`src/rtl/serial_add_ctrl.sv`:
```
// Bit-serial adder sequencer: streams a WIDTH-bit operand pair LSB-first through an
// external 1-bit full adder, recirculating the carry, and reports the sum with a done pulse.
module serial_add_ctrl #(
    parameter int WIDTH = 8
) (
    input  logic             clk,
    input  logic             rst_n,
    input  logic             start,
    input  logic [WIDTH-1:0] a_in,
    input  logic [WIDTH-1:0] b_in,
    input  logic             cin_in,
    output logic             fa_a,
    output logic             fa_b,
    output logic             fa_cin,
    input  logic             fa_sum,
    input  logic             fa_carry,
    output logic             busy,
    output logic             done,
    output logic [WIDTH-1:0] sum_out,
    output logic             cout_out
);

    localparam int CW = $clog2(WIDTH) + 1;
    localparam logic [CW-1:0] LAST = CW'(WIDTH - 1);

    typedef enum logic [1:0] {
        IDLE = 2'b00,
        RUN  = 2'b01,
        DONE = 2'b10
    } state_t;

    state_t           state_reg, state_next;
    logic [WIDTH-1:0] a_sh_reg, b_sh_reg, sum_sh_reg, sum_sh_next;
    logic             carry_reg;
    logic [CW-1:0]    cnt_reg;
    logic [WIDTH-1:0] sum_reg;
    logic             cout_reg;

    // New sum bit enters at the MSB so the LSB-first stream lands in place after WIDTH shifts.
    assign sum_sh_next = (sum_sh_reg >> 1) | (WIDTH'(fa_sum) << (WIDTH - 1));

    assign sum_out  = sum_reg;
    assign cout_out = cout_reg;

    always_ff @(posedge clk or negedge rst_n) begin
        if (!rst_n) begin
            state_reg <= IDLE;
        end else begin
            state_reg <= state_next;
        end
    end

    always_comb begin
        state_next = state_reg;
        busy       = 1'b0;
        done       = 1'b0;
        fa_a       = 1'b0;
        fa_b       = 1'b0;
        fa_cin     = 1'b0;
        case (state_reg)
            IDLE: begin
                if (start) begin
                    state_next = RUN;
                end
            end
            RUN: begin
                busy   = 1'b1;
                fa_a   = a_sh_reg[0];
                fa_b   = b_sh_reg[0];
                fa_cin = carry_reg;
                if (cnt_reg == LAST) begin
                    state_next = DONE;
                end
            end
            DONE: begin
                done       = 1'b1;
                state_next = IDLE;
            end
            default: begin
                state_next = IDLE;
            end
        endcase
    end

    always_ff @(posedge clk or negedge rst_n) begin
        if (!rst_n) begin
            a_sh_reg   <= '0;
            b_sh_reg   <= '0;
            sum_sh_reg <= '0;
            carry_reg  <= 1'b0;
            cnt_reg    <= '0;
            sum_reg    <= '0;
            cout_reg   <= 1'b0;
        end else if (state_reg == IDLE && start) begin
            a_sh_reg  <= a_in;
            b_sh_reg  <= b_in;
            carry_reg <= cin_in;
            cnt_reg   <= '0;
        end else if (state_reg == RUN) begin
            sum_sh_reg <= sum_sh_next;
            carry_reg  <= fa_carry;
            a_sh_reg   <= a_sh_reg >> 1;
            b_sh_reg   <= b_sh_reg >> 1;
            cnt_reg    <= cnt_reg + CW'(1);
            // Result registers only move on the final RUN edge, so they hold between operations.
            if (cnt_reg == LAST) begin
                sum_reg  <= sum_sh_next;
                cout_reg <= fa_carry;
            end
        end
    end

endmodule

```
`config.mk`:
```
export PLATFORM = sky130hd
export DESIGN_NAME = serial_add_ctrl
export DESIGN_NICKNAME = d
export VERILOG_FILES = /design/src/rtl/serial_add_ctrl.sv
export SDC_FILE = /design/constraint.sdc
export NUM_CORES = 1
export LEC_CHECK = 0
export CAP_MARGIN = 20
export CORE_UTILIZATION = 50
export DETAILED_ROUTE_END_ITERATION = 16
export GPL_ROUTABILITY_DRIVEN = 0
export PLACE_DENSITY = 0.9
export SYNTH_ARGS = -nofsm -noshare
export SYNTH_HDL_FRONTEND = slang
export SYNTH_SLANG_ARGS = --single-unit
```
`constraint.sdc`:
```
create_clock -name clk -period 3.8 [get_ports clk]
set_input_delay 0.76 -clock clk [delete_from_list [all_inputs] [get_ports clk]]
set_output_delay 0.76 -clock clk [all_outputs]
set_load 0.05 [all_outputs]
```
==> results of run 1 <==
-- layout by cell type, fill, tap and decap left out, types with 2 or more instances in the layout --
cell             Yosys  layout
nand2_1             35      35
clkdlybuf4s50_1      0      34
clkinvlp_4           0       2
dfrtp_1             39      38
clkbuf_4             0       5
nor2_1               2       2
and2_1               4       4
o21ai_0             18      18
a21oi_1              7       7
nor2b_1              8       8
mux2_2               9       9
a22oi_1             16      16
-- metal layers --
| metal | vias up | routed length, um | GRT usage [%] |
|---|---|---|---|
| met2 | 45 | 1688 | 35.24 |
| met5 | - | 0 | 0 |
| met3 | 11 | 188 | 6.494 |
| met4 | 0 | 108 | 12.62 |
| met1 | 652 | 1399 | 26.98 |
| li1 | 622 | - | - |
-- power groups by stage --
stage | Combinational, W | Sequential, W | Clock [W]
3_3_place_gp | 0.000821 | 0.000736 | 0
4_1_cts | 0.000856 | 0.000745 | 0.000216
5_1_grt | 0.000925 | 0.000775 | 0.000238
6_report | 0.000846 | 0.000749 | 0.000209
3_5_place_dp | 0.000849 | 0.000753 | 0
2_1_floorplan | 0.000489 | 0.000845 | 0
-- area by class of cell --
| type | instances | area (um2) |
|---|---|---|
| clock inverters | 3 | 20.02 |
| flip-flops and latches | 39 | 977.2 |
| fillers | 245 | 1001 |
| clock buffers | 5 | 37.54 |
| inverters | 2 | 7.507 |
| repair buffers | 36 | 352.8 |
| multi-input cells | 109 | 651.9 |
| well taps | 44 | 55.05 |
-- worst paths after layout --
| path | start | endpoint | slack [ps] | cells after the start |
|---|---|---|---|---|
| max | state_reg[1] | fa_cin | 310 | 4 |
| min | rst_n | carry_reg | 490 | 1 |
| max reg2reg | state_reg[1] | sum_out[7] | 1700 | 3 |
| min reg2reg | b_sh_reg[1] | b_sh_reg[1] | 510 | 2 |
| max in group asynchronous | rst_n | state_reg[0] | 2750 | 1 |
| min in group clk | b_sh_reg[1] | b_sh_reg[1] | 510 | 2 |
-- cell usage after synthesis (all sizes together) --
library cell and n:
dfrtp 39, nand2 35, o21ai 18, a22oi 16
mux2 9, nor2b 8, a21oi 7, clkbuf 5
and2 4, buf 4, inv 2, nor2 2
a22o 1, a32o 1, and2b 1, ha 1
mux2i 1, nand2b 1, nand3 1, nor3 1
o21bai 1, o31ai 1
-- cell families after synthesis --
group	Yosys count	synth area share, %
multiplexers	10	6.652
AO/OA/AOI/OAI	45	16.67
buffers and inverters	11	2.765
AND/OR/NAND/NOR	53	14.87
adder cells (fa/ha/maj)	1	0.7473
flip-flops	39	58.30
-- metrics by stage --
step | total power [W] | util [%]
2_1_floorplan | 0.001334 | -
3_3_place_gp | 0.001557 | 65.85
6_report | 0.001805 | 67.74
4_1_cts | 0.001817 | 67.70
5_1_grt | 0.001938 | 67.74
3_5_place_dp | 0.001602 | 65.85
==> results.py, run 1 <==
metrics = {
    "cells_and_area": {
        "instances_no_fill": 238,
        "diodes": 0,
        "num-nets-final": 216,
        "drive_gt1_share_pct": 11.34,
        "final_cell_area_um2": 2102,
        "syn_to_final_growth_pct": 25.56,
    },
    "power": {
        "p_per_area_nw_per_um2": 858.7,
        "p_seq_share_pct": 41.5,
        "leakage_nw": 0.9028,
        "swShare_pct": 45.16,
        "p_sw_w": 0.0008151,
        "combPwrFrac_pct": 46.9,
        "p_clk_share_pct": 11.6,
        "ir_worst_vdd_mv": 0.3448,
        "p_int_w": 0.0009899,
    },
    "worst_hold_path": {
        "worstHoldPathType": "input pin to asynchronous set/reset pin",
    },
    "routing": {
        "wl_mm": 3.384,
        "drt-initial-drc-count": 55,
        "vias_per_cell": 5.588,
        "drcViolationCount": 0,
        "wl_per_cell_um": 14.22,
        "vias": 1330,
        "postRouteAntennaNets": 0,
        "first_pass_iters": 4,
    },
    "clocking": {
        "cts_root_buf": "clkbuf_4",
        "path_clk_slew_ps": 120,
        "cts_max_path_buffers": 2,
        "h-tree-depth": 2,
        "hold_buffers": 0,
        "clk-insertion-delay-late_ps": 360,
        "cts_resized": 0,
        "post_cts_buffers": 0,
        "cts_tree": "yes",
        "cts.sinks": 39,
        "numCtsBuffers": 5,
    },
    "floorplanning": {
        "pin_count": 36,
        "start_util_pct": 53.95,
        "core_area_um2": 3103,
        "fp-row-count": 20,
        "die_y_um": 59.87,
        "dieArea_um2": 3584,
        "die_x_um": 59.87,
    },
    "yosys": {
        "syn_area_um2": 1674,
        "synth_cell_types": 23,
        "synth_area_leader_cell": "dfrtp_1",
        "synth_cells": 159,
        "synth_area_leaders": "dfrtp_1, nand2_1, a22oi_1, mux2_2, o21ai_0",
        "syn-num-nets": 182,
        "yosysWarnings": 0,
        "synth_top_cell_area_share_pct": 58.30,
        "synth.yosys.seq_area_share_pct": 58.30,
        "ys_ff_latch": 39,
        "postSynthAreaPerCell_um2": 10.53,
    },
    "sta": {
        "setup_viol": 0,
        "hold_viol": 0,
        "fin_ws_ps": 310.8,
        "worst_clock_skew_ps": 13.57,
        "rsz0062_at_grt": "false",
        "finalCritPeriodShare_pct": 91.82,
        "drv_slew": 0,
        "timing.hold.ws_ps": 486.8,
        "max_slew_margin_pct": 45.22,
        "tns_ps": 0,
        "finalCriticalPeriod_ps": 3489,
        "fmax_mhz": 286.6,
        "worst_pin_slew_ps": 821.8,
    },
    "global_routing": {
        "antenna_found_initial": 0,
        "grt_pass1_vias": 1330,
        "grt_max_degree": 40,
        "grt_pass1_wl_mm": 5.754,
        "grtUsageTotal_pct": 22.20,
        "grt_overflow_total": 0,
    },
    "critical_path": {
        "cp.required_ps": 3040,
        "cp-start-kind": "flop",
        "crit_fanout": 21,
        "worstPathArrival_ps": 2730,
        "worst-setup-path-type": "flop to output port",
        "crit_buf_inv": 2,
        "path_delay_family": "buffers and inverters",
        "slowest_stage": "clkdlybuf4s50_1",
        "slowest_delay_ps": 800,
        "cp_cell_sequence": "nand2b_1, inv_2, and2_1, clkdlybuf4s50_1",
        "cp-end-kind": "output port",
    },
    "placed_design": {
        "dp_hpwl_mm": 2.304,
        "place_area_um2": 2043,
        "port_buffers": 35,
        "pre_cts_ws_ps": 548.2,
        "dp.cells": 230,
    },
    "outcome": {
        "status": "completed",
    },
    "run": {
        "timing.max_cap.violations": 0,
    },
}
No activity file was read; power rests on OpenSTA's default activity.
==> inputs of run 2 (changes only) <==
- CORE_MARGIN: default -> 2
==> results.py, run 2 (synthesis results as in run 1) <==
metrics = {
    "sta": {
        "rsz0062_at_grt": "false",
        "setup_viol": 0,
        "finalCritPeriodShare_pct": 82.30,
        "finalCriticalPeriod_ps": 3127,
        "fmax_mhz": 319.7,
        "tns_ps": 0,
        "hold_viol": 0,
        "worst_clock_skew_ps": 9.728,
        "max_slew_margin_pct": 44.14,
        "worst_pin_slew_ps": 837.9,
        "drv_slew": 0,
    },
    "routing": {
        "postRouteAntennaNets": 0,
        "drt-initial-drc-count": 85,
        "vias": 1293,
        "vias_per_cell": 5.343,
        "wl_per_cell_um": 13.54,
        "wl_mm": 3.276,
        "first_pass_iters": 4,
        "drcViolationCount": 0,
    },
    "worst_hold_path": {
        "worstHoldPathType": "input pin to asynchronous set/reset pin",
    },
    "power": {
        "combPwrFrac_pct": 45.8,
        "p_per_area_nw_per_um2": 898.2,
        "swShare_pct": 41.76,
        "ir_worst_vdd_mv": 0.3850,
        "p_clk_share_pct": 17.8,
        "p_seq_share_pct": 36.4,
        "p_sw_w": 0.0008123,
        "power_w": 0.001945,
        "leakage_nw": 0.9373,
        "p_int_w": 0.001133,
    },
    "global_routing": {
        "grt_pass1_wl_mm": 5.202,
        "grt_overflow_total": 0,
        "antenna_found_initial": 0,
        "grtUsageTotal_pct": 19.40,
        "grt_max_degree": 40,
        "grt_pass1_vias": 1185,
    },
    "floorplanning": {
        "start_util_pct": 50.97,
        "fp-row-count": 21,
        "dieArea_um2": 3827,
        "die_y_um": 61.87,
        "pin_count": 36,
        "core_area_um2": 3284,
        "die_x_um": 61.87,
    },
    "cells_and_area": {
        "instances_no_fill": 242,
        "layout_commonest_cell": "dfrtp_1",
        "num-nets-final": 218,
        "final_cell_mix": "dfrtp_1, nand2_1, clkdlybuf4s50_1",
        "final.fill_count": 251,
        "multiInputGateArea_um2": 651.9,
        "seq_area_um2": 975.9,
        "drive_gt1_share_pct": 11.73,
        "diodes": 0,
        "syn_to_final_growth_pct": 29.37,
        "final_cell_area_um2": 2166,
    },
    "critical_path": {
        "worstPathArrival_ps": 2370,
        "cp-end-kind": "output port",
        "cp-start-kind": "flop",
        "worst-setup-path-type": "flop to output port",
        "crit_fanout": 17,
        "cp.required_ps": 3040,
    },
    "clocking": {
        "post_cts_buffers": 0,
        "hold_buffers": 0,
        "cts_resized": 0,
        "cts.sinks": 39,
        "cts_max_path_buffers": 2,
        "numCtsBuffers": 5,
        "path_clk_slew_ps": 120,
        "clk-insertion-delay-late_ps": 360,
        "h-tree-depth": 2,
        "cts_root_buf": "clkbuf_4",
        "cts_tree": "yes",
    },
    "placed_design": {
        "dp_hpwl_mm": 2.239,
        "place_area_um2": 2061,
        "dp.cells": 234,
        "port_buffers": 35,
    },
    "outcome": {
        "status": "completed",
    },
    "run": {
        "timing.max_cap.violations": 0,
    },
}
-- run 2: changes by cell type in the layout (fill, tap and decap cells not counted) --
cell        change
buf_4           +2
bufinv_16       +2
clkinv_2        -1
clkinvlp_4      -1
dfrtp_1         +1
dfrtp_2         -1
-- run 2: per-stage QoR --
step / utilization, % / hold slack, ps / worst slack (ps)
after floorplan: - / 440.2 / 1405
after global placement: 62.74 / 461.9 / 1113
after detailed placement: 62.74 / 471.8 / 1073
after CTS: 65.94 / 499.0 / 663.7
after global routing: 65.94 / 527.4 / 554.3
final: 65.94 / 491.2 / 672.5
-- run 2: power by group through the flow --
stage | registers [W] | clock network (W) | logic, W
final | 0.000707 | 0.000347 | 0.000891
after global routing | 0.000727 | 0.000371 | 0.000974
after CTS | 0.000706 | 0.000351 | 0.000898
after detailed placement | 0.000714 | 0 | 0.000894
after global placement | 0.000703 | 0 | 0.000869
after floorplan | 0.000845 | 0 | 0.000489
-- run 2: path summary, 6_finish.rpt --
kind | start | end | slack [ps] | cells past startpoint
worst min register to register | a_sh_reg[1] | a_sh_reg[1] | 490 | 2
max in group asynchronous | rst_n | cnt_reg[2] | 2790 | 1
worst min-delay path | rst_n | sum_out[6] | 490 | 1
worst max-delay path | state_reg[1] | fa_cin | 670 | 4
min in group clk | a_sh_reg[1] | a_sh_reg[1] | 490 | 2
worst max register to register | state_reg[1] | sum_out[2] | 2030 | 3
-- run 2: area by class of cell --
cell class	count	share of cell area (%)
sequential	39	45.06
inverter	2	0.3466
clock inverter	3	3.120
timing repair buffer	38	16.98
multi-input combinational	109	30.10
clock buffer	5	1.733
tap	46	2.657
-- run 2: per-layer routing --
layer	track usage, %	part of all wire [%]	vias to the layer above
met5	0	0	-
met4	7.903	1.4	0
met3	6.832	4.5	4
met2	31.58	48	28
met1	23.61	46	632
li1	-	-	629
-- run 2: worst max-delay path, cell delays in order (launching register included) --
cell and delay (ps):
dfrtp_1 390, nand2b_1 330, inv_2 320, and2_1 170, clkdlybuf4s50_1 790
